## config.mk

```make
export PLATFORM = sky130hd
export DESIGN_NAME = regfile_wb_arbiter
export DESIGN_NICKNAME = d
export VERILOG_FILES = /design/src/rtl/regfile_wb_arbiter.sv
export SDC_FILE = /design/constraint.sdc
export NUM_CORES = 1
export LEC_CHECK = 0
export ABC_AREA = 0
export CORE_MARGIN = 2
export CORE_UTILIZATION = 30
export DETAILED_ROUTE_END_ITERATION = 7
export PLACE_DENSITY = 0.55
export SLEW_MARGIN = 15
export SYNTH_ARGS = -nofsm -noshare
export SYNTH_HDL_FRONTEND = slang
export SYNTH_SLANG_ARGS = --single-unit
```

## constraint.sdc

```tcl
create_clock -name clk -period 2.62 [get_ports clk]
set_input_delay 0.262 -clock clk [delete_from_list [all_inputs] [get_ports clk]]
set_output_delay 0.262 -clock clk [all_outputs]
set_load 0.02 [all_outputs]
```

## src/rtl/regfile_wb_arbiter.sv

```systemverilog
// Write-back arbiter: two one-entry buffers (ALU, load) share the register file write port.
// Optional WB_ROUND_ROBIN_EN selects round-robin for different-address contention; default is fixed priority to port 0.
module regfile_wb_arbiter #(
    parameter int DATA_WIDTH = 32,
    parameter int ADDR_WIDTH = 5
) (
    input  logic                     clk,
    input  logic                     rst,
    input  logic                     wb0_valid,
    output logic                     wb0_ready,
    input  logic [ADDR_WIDTH-1:0]    wb0_addr,
    input  logic [DATA_WIDTH-1:0]    wb0_data,
    input  logic                     wb1_valid,
    output logic                     wb1_ready,
    input  logic [ADDR_WIDTH-1:0]    wb1_addr,
    input  logic [DATA_WIDTH-1:0]    wb1_data,
    output logic [ADDR_WIDTH-1:0]    write_address_0,
    output logic                     write_en,
    output logic [DATA_WIDTH-1:0]    write_data,
    output logic [2**ADDR_WIDTH-1:0] pend_mask
);
    logic                  r_full0, r_full1;
    logic                  r_age0, r_age1;
    logic [ADDR_WIDTH-1:0] r_addr0, r_addr1;
    logic [DATA_WIDTH-1:0] r_data0, r_data1;

    logic                    w_gnt0, w_gnt1;
    logic                    w_load0, w_load1;
    logic                    w_full0_n, w_full1_n;
    logic                    w_age0_n, w_age1_n;
    logic [ADDR_WIDTH-1:0]   w_addr0_n, w_addr1_n, w_waddr_n;
    logic [2**ADDR_WIDTH-1:0] w_mask_n;

`ifdef WB_ROUND_ROBIN_EN
    logic r_last1;
`endif

    always_comb begin
        w_gnt0 = 1'b0;
        w_gnt1 = 1'b0;
        if (r_full0 && r_full1) begin
            if (r_addr0 == r_addr1) begin
                // age bit set means the other entry to the same register is older
                if (r_age0) w_gnt1 = 1'b1;
                else        w_gnt0 = 1'b1;
            end else begin
`ifdef WB_ROUND_ROBIN_EN
                if (r_last1) w_gnt0 = 1'b1;
                else         w_gnt1 = 1'b1;
`else
                w_gnt0 = 1'b1;
`endif
            end
        end else begin
            w_gnt0 = r_full0;
            w_gnt1 = r_full1;
        end
    end

    assign wb0_ready = !r_full0 || w_gnt0;
    assign wb1_ready = !r_full1 || w_gnt1;

    // writes to r0 finish the handshake but never occupy a buffer
    assign w_load0 = wb0_valid && wb0_ready && (wb0_addr != '0);
    assign w_load1 = wb1_valid && wb1_ready && (wb1_addr != '0);

    assign w_full0_n = w_load0 || (r_full0 && !w_gnt0);
    assign w_full1_n = w_load1 || (r_full1 && !w_gnt1);
    assign w_addr0_n = w_load0 ? wb0_addr : r_addr0;
    assign w_addr1_n = w_load1 ? wb1_addr : r_addr1;

    // An entry is younger only while the other buffer keeps the entry it held at capture.
    assign w_age0_n = w_load0 ? (r_full1 && !w_gnt1) : (r_age0 && !w_gnt1 && !w_load1);
    assign w_age1_n = w_load1 ? (r_full0 && !w_gnt0) : (r_age1 && !w_gnt0 && !w_load0);

    assign w_waddr_n = w_gnt0 ? r_addr0 : r_addr1;

    always_comb begin
        w_mask_n = '0;
        if (w_full0_n)        w_mask_n[w_addr0_n] = 1'b1;
        if (w_full1_n)        w_mask_n[w_addr1_n] = 1'b1;
        if (w_gnt0 || w_gnt1) w_mask_n[w_waddr_n] = 1'b1;
        w_mask_n[0] = 1'b0;
    end

    always_ff @(posedge clk) begin
        if (rst) begin
            r_full0         <= 1'b0;
            r_full1         <= 1'b0;
            r_age0          <= 1'b0;
            r_age1          <= 1'b0;
            r_addr0         <= '0;
            r_addr1         <= '0;
            r_data0         <= '0;
            r_data1         <= '0;
            write_en        <= 1'b0;
            write_address_0 <= '0;
            write_data      <= '0;
            pend_mask       <= '0;
        end else begin
            r_full0   <= w_full0_n;
            r_full1   <= w_full1_n;
            r_age0    <= w_age0_n;
            r_age1    <= w_age1_n;
            r_addr0   <= w_addr0_n;
            r_addr1   <= w_addr1_n;
            if (w_load0) r_data0 <= wb0_data;
            if (w_load1) r_data1 <= wb1_data;
            write_en  <= w_gnt0 || w_gnt1;
            if (w_gnt0 || w_gnt1) begin
                write_address_0 <= w_waddr_n;
                write_data      <= w_gnt0 ? r_data0 : r_data1;
            end
            pend_mask <= w_mask_n;
        end
    end

`ifdef WB_ROUND_ROBIN_EN
    always_ff @(posedge clk) begin
        if (rst)                   r_last1 <= 1'b1;
        else if (w_gnt0 || w_gnt1) r_last1 <= w_gnt1;
    end
`endif
endmodule

```

==> results.md, run 1 <==
* Status: complete, no violations
* Clock sinks at 146
* Placer Congestion at 0.947
* Metal3 WL at 1460 um
* Die Span Y at 153 um
* H-tree depth at 4
* Detailed Place HPWL at 16200 um
* RSZ-0062 raised after global routing: false
* Wl on met1 at 10600 um
* Comb power frac at 15.6%
* WL final at 23000 um
* Yosys cell types at 71
* Worst Path Max Fanout at 7
* Starting DRT DRC Count at 461
* Yosys warns at 0
* Tightest Hold Check Type: primary input to flop
* Largest net degree at the start of global routing at 50
* Die area at 23500 um^2
* NumNets Final at 1092
* CTS buffer count at 17
* Area contributors post-synth: dfxtp_1, nand2_1, a21oi_1
* Post-DRT Antenna Nets at 0
* Final Total Pwr at 5.72 mW
* Reg power frac at 41.7%
* Post-synth top cells: nand2_1, dfxtp_1, a21oi_1
* Residual DRC at 0
* Period utilisation layout at 94.5%
* Post-CTS Setup Inserts at 0
* Clock Latency Late Sink at 420 ps
* DR WL met2 at 10500 um
* GRT Resource Usage Total at 19.5%
* Max layer used: met4
* Async SR Flop Fraction at 0%
* WHS at 241 ps
* Skew final at 8.90 ps
* Critical Path AT at 2210 ps
* Main flop type after synthesis: dfxtp_1
* Most frequent cell after synthesis: nand2_1
* Kind of end point of the critical path: primary output
* Grt total ovfl at 0
* WL/cell at 17.6 um
* DRT Pass-1 Iters at 5
* Final Hold Vio Count at 0
* Sw Share at 30.1%
* Die Span X at 153 um
* I/O pin count at 150
* Initial Util at 30.6%
* Sequential area share after synthesis at 43.8%
* Worst-path clk slew at 70 ps
* Layout cell share with drive strength beyond 1 at 12.8%
* Fmax at 404 MHz
* Post-CTS Hold Buffers at 0
* Area leader, netlist: dfxtp_1
* Psw at 1.72 mW
* Vias/cell at 5.21
* Antenna violations before repair at 1
* Mean post-synth cell area at 7.91 um^2
* First-pass GRT wire length at 36200 um
* Max Cap Viol at 0
* TritonCTS clock tree: yes
* Util after Layout at 43.2%
* Final min period at 2480 ps
* PortBufs at 148
* Via Count at 6810
* Final-report setup violation count at 0
* Vias in the first global route at 6346
* #FFs+latches synth at 146
* Root buf cell: clkbuf_16
* Crit Path Category: flop to primary output
* Layout area overhead at 41.2%
* Required @ worst endpoint at 2360 ps
* Maximum root-to-sink buffer count at 2
* LEAKAGE at 3.34 nW
* Power per cell area at 607 nW/um^2
* Synth Instances at 844
* Post-synth EDFFs at 0
* Core Footprint at 21800 um^2
* Cell Area, Synth at 6670 um^2
* Startpoint types: flop
* Maximum VDD drop at 384 uV
* Slew Limit Headroom at 50.5%
* # rows at 54
* Net Count, Synth at 922
* P_int at 4.00 mW
* Share of the synthesized area in the top cell type at 43.8%
* Worst-margin pin slew at 743 ps
* Fin. max-slew vios at 0
* Power share of the clock group at 42.8%
==> worst paths after layout <==
kind                     to  cells after the start  slack (ps)        start
min reg2reg  write_data[11]                      2         450  r_data0[11]
min              r_addr1[2]                      2         240          rst
max               wb0_ready                      5         140      r_full1
max reg2reg    pend_mask[7]                      7         290      r_full1
==> worst max-delay path, cell delays in order, from the launching register on <==
cell and delay (ps):
dfxtp_1 530, and2_1 240, nand3_1 210, nor2_4 160
inv_2 80, clkdlybuf4s50_1 560
==> cells by family (layout without fill, tap and decap cells) <==
kind of cell           Yosys count  count (layout)  share of synthesized area [%]
XOR/XNOR                         7               7                           1.03
other                            1               2                         0.0562
AO/OA/AOI/OAI                  258             258                           25.6
flip-flops                     146             146                           43.8
buffers and inverters           74             257                           5.16
multiplexers                     9               9                           1.37
AND/OR/NAND/NOR                349             349                           23.0
==> power by group through the flow <==
stage                     Combinational (mW)  Clock, mW  Sequential, mW
after floorplan                        0.423          0            2.46
after global placement                 0.883          0            2.43
after CTS                              0.891       2.50            2.38
after detailed placement               0.885          0            2.43
after global routing                   0.965       2.60            2.39
final                                  0.890       2.45            2.38
==> per-layer routing <==
layer / global-route usage, % / vias up
li1: - / 3352
met3: 4.39 / 32
met2: 29.9 / 250
met1: 27.0 / 3176
met4: 6.57 / 0
met5: 0 / -
==> cells in the final DEF (no fill, tap or decap), types with 3 or more instances in the layout <==
master | Yosys | final
inv_8 | 0 | 5
nand2_1 | 202 | 202
o31ai_1 | 4 | 4
nor3_1 | 34 | 34
clkdlybuf4s50_1 | 0 | 147
nand3b_1 | 6 | 6
xnor2_1 | 4 | 4
mux2i_1 | 8 | 8
o41ai_1 | 5 | 5
a21oi_1 | 112 | 111
a31oi_1 | 31 | 31
o21ai_1 | 3 | 3
inv_1 | 6 | 6
nand3_1 | 33 | 33
a221o_1 | 4 | 4
a211oi_1 | 6 | 6
nor3b_1 | 3 | 3
a22oi_1 | 32 | 32
nand2b_1 | 5 | 5
nor2_4 | 1 | 4
or2_2 | 3 | 3
a32oi_1 | 6 | 6
dfxtp_1 | 146 | 145
clkinv_8 | 0 | 5
o211ai_1 | 25 | 25
clkbuf_16 | 0 | 17
nor2_1 | 41 | 40
inv_6 | 0 | 3
buf_4 | 2 | 66
buf_12 | 0 | 4
o31a_1 | 3 | 3
==> flip-flops by register name, summed over array words and instances (netlist names) <==
| signal | flops |
|---|---|
| r_addr1 | 5 |
| r_addr0 | 5 |
| pend_mask | 31 |
| r_full1 | 1 |
| write_data | 32 |
| r_data0 | 32 |
| r_full0 | 1 |
| write_address_0 | 5 |
| r_age0 | 1 |
| r_data1 | 32 |
| write_en | 1 |
==> area by class of cell <==
type                       count  area [um^2]
fill                        2247        12400
multi-input combinational    624         3460
sequential                   146         2920
timing repair buffer         217         2050
clock buffer                  17          425
tap                          280          350
clock inverter                15          180
inverter                       8         30.0
antenna                        1         2.50
==> stage by stage <==
stage	worst slack, ps	TNS, ps	instances	instance area (um^2)
finish	144	0	1308	9420
floorplan	629	0	844	6670
CTS	42.7	0	1307	9420
detailed placement	-191	-2000	1275	8800
global placement	-155	-1730	1275	8800
global route	2.35	0	1307	9420
==> timing repair <==
item	4_1_cts	5_1_grt
gates resized for setup	3	2
endpoints found under the hold margin	0	0
setup endpoints to repair	1	1
Note: power is estimated with default switching activity, not from simulation.
==> inputs of run 2 (changes only) <==
- ABC_AREA: 0 -> 1
==> run 2 against run 1 <==
Against the previous run: non-clock buffer count fell by 57; critical endpoint unchanged; largest power group unchanged; clock power barely moved; sequential cell count unchanged.
==> results.md, run 2 <==
* Worst-path clk slew at 70 ps (about the same)
* LEAKAGE at 3.85 nW (was 3.34 nW)
* Main flop type after synthesis: dfxtp_1 (unchanged)
* Clock Latency Late Sink at 430 ps (was 420 ps)
* NumNets Final at 1156 (was 1092)
* Maximum VDD drop at 367 uV (was 384 uV)
* Skew final at 15.3 ps (was 8.90 ps)
* Cell Area, Synth at 6550 um^2 (was 6670 um^2)
* Detailed Place HPWL at 12800 um (was 16200 um)
* WHS at 452 ps (was 241 ps)
* Layout cell share with drive strength beyond 1 at 9.35% (was 12.8%)
* Required @ worst endpoint at 2360 ps (about the same)
* N_diodes at 0 (was 1)
* Root buf cell: clkbuf_16 (unchanged)
* I/O pin count at 150 (unchanged)
* Core Footprint at 21600 um^2 (was 21800 um^2)
* Yosys cell types at 30 (was 71)
* Layout area overhead at 36.1% (was 41.2%)
* Startpoint types: flop (unchanged)
* Worst-margin pin slew at 513 ps (was 743 ps)
* GRT Resource Usage Total at 16.8% (was 19.5%)
* Die Span Y at 152 um (was 153 um)
* Top flop regs: r_data0 (32), r_data1 (32), write_data (32) (unchanged)
* Async SR Flop Fraction at 0% (unchanged)
* Post-CTS Setup Inserts at 0 (unchanged)
* Final Total Pwr at 5.78 mW (was 5.72 mW)
* #FFs+latches synth at 146 (unchanged)
* PortBufs at 148 (unchanged)
* Most common cell after layout, fill and taps aside: nand2_1 (unchanged)
* Net Count, Synth at 1022 (was 922)
* Maximum root-to-sink buffer count at 2 (unchanged)
* Share of the synthesized area in the top cell type at 44.6% (was 43.8%)
* Grt total ovfl at 0 (unchanged)
* Status: complete, no violations (unchanged)
* Period utilisation layout at 90.7% (was 94.5%)
* Post-CTS Hold Buffers at 0 (unchanged)
* Area leader, netlist: dfxtp_1 (unchanged)
* # rows at 54 (unchanged)
* WL/cell at 13.6 um (was 17.6 um)
* Tightest Hold Check Type: flop to flop (was primary input to flop)
* Util after Layout at 41.2% (was 43.2%)
* Post-synth EDFFs at 0 (unchanged)
* DRT Pass-1 Iters at 5 (unchanged)
* Slew Limit Headroom at 65.8% (was 50.5%)
* Die area at 23000 um^2 (was 23500 um^2)
* Via Count at 6155 (was 6810)
* Residual DRC at 0 (unchanged)
* Initial Util at 30.3% (was 30.6%)
* Power per cell area at 648 nW/um^2 (was 607 nW/um^2)
* Clock sinks at 146 (unchanged)
* Crit Path Category: flop to primary output (unchanged)
* Final min period at 2380 ps (was 2480 ps)
* Commonest cells after routing, fill and taps aside: nand2_1, nor2_1, clkdlybuf4s50_1 (was nand2_1, clkdlybuf4s50_1, dfxtp_1)
* Synth Instances at 944 (was 844)
* Starting DRT DRC Count at 424 (was 461)
* H-tree depth at 4 (unchanged)
* Vias in the first global route at 5815 (was 6346)
* CTS resizes at 0 (was 3)
* Kind of end point of the critical path: primary output (unchanged)
* Post-DRT Antenna Nets at 0 (unchanged)
* CTS buffer count at 17 (unchanged)
* First-pass GRT wire length at 29900 um (was 36200 um)
* Post-synth top cells: nand2_1, nor2_1, dfxtp_1 (was nand2_1, dfxtp_1, a21oi_1)
* Final-report setup violation count at 0 (unchanged)
* Max Cap Viol at 0 (unchanged)
* Yosys warns at 0 (unchanged)
* Placer Congestion at 0.866 (was 0.947)
* Setup_tns at 0 ps (unchanged)
* TritonCTS clock tree: yes (unchanged)
* Die Span X at 152 um (was 153 um)
* Sequential area share after synthesis at 44.6% (was 43.8%)
* Fmax at 421 MHz (was 404 MHz)
* Antenna violations before repair at 0 (was 1)
* Most frequent cell after synthesis: nand2_1 (unchanged)
* WL final at 18600 um (was 23000 um)
* Critical Path AT at 2120 ps (was 2210 ps)
* Fin. max-slew vios at 0 (unchanged)
* Area contributors post-synth: dfxtp_1, nand2_1, nor2_1 (was dfxtp_1, nand2_1, a21oi_1)
* Mean post-synth cell area at 6.94 um^2 (was 7.91 um^2)
* Final Hold Vio Count at 0 (unchanged)
* Worst Path Max Fanout at 10 (was 7)
* Largest net degree at the start of global routing at 54 (was 50)
* Vias/cell at 4.49 (was 5.21)
run 2: cell count changes in the layout (fill, tap and decap cells not counted), moves of 30 or more:
cell / delta
inv_1: +80
nor3_1: -32
a31oi_1: -30
o21ai_0: +62
a22oi_1: -32
nand2_1: +55
nor2_1: +135
a21oi_1: -78
buf_4: -55
run 2: metrics by stage:
stage                     std cells  instance area [um^2]  setup WS (ps)
after floorplan                 944                  6550            780
after global placement         1339                  8290            224
after detailed placement       1339                  8290            172
after CTS                      1371                  8900            106
after global routing           1371                  8920          -5.89
final                          1371                  8920            243
run 2: cell type report:
| class | instances | area (um^2) |
|---|---|---|
| clock buffers | 17 | 425 |
| clock inverters | 15 | 183 |
| fillers | 2268 | 12700 |
| inverters | 94 | 353 |
| multi-input cells | 659 | 3100 |
| flip-flops and latches | 146 | 2920 |
| well taps | 280 | 350 |
| repair buffers | 160 | 1590 |
run 2: layer usage:
metal  GRT usage, %  wire, um  up-vias
li1               -         -     3227
met1           21.7      8600     2742
met2           28.0      8760      158
met3           3.35       877       28
met4           5.93       373        0
met5              0         0        -
run 2: final timing paths:
| kind | from | endpoint | slack, ps | cells after the start |
|---|---|---|---|---|
| worst min register to register | r_data1[14] | r_data1[14] | 450 | 2 |
| worst min-delay path | r_data1[14] | r_data1[14] | 450 | 2 |
| worst max register to register | r_addr1[1] | pend_mask[4] | 240 | 14 |
| worst max-delay path | r_addr1[1] | wb0_ready | 240 | 6 |
run 2: cell families (layout without fill, tap and decap cells):
logic type	count (synthesis)	after routing	share of synthesized area, %
AOI/OAI and AO/OA	143	143	12.7
DFF	146	146	44.6
and+or+nand+nor	515	515	34.2
buffers and inverters	139	286	8.44
other	1	1	0.0572
run 2: worst max-delay path, stage by stage (launching register included):
cell and delay [ps]:
dfxtp_1 440, inv_2 90, nand2_1 70, nand2_1 60
nor2_2 190, nand4_4 240, clkdlybuf4s50_1 610
run 2: power breakdown:
part           total, mW  switching, mW  internal, mW
Combinational      0.912          0.553         0.359
Clock               2.45           1.15          1.30
Sequential          2.42         0.0677          2.35
Total               5.78           1.77          4.01
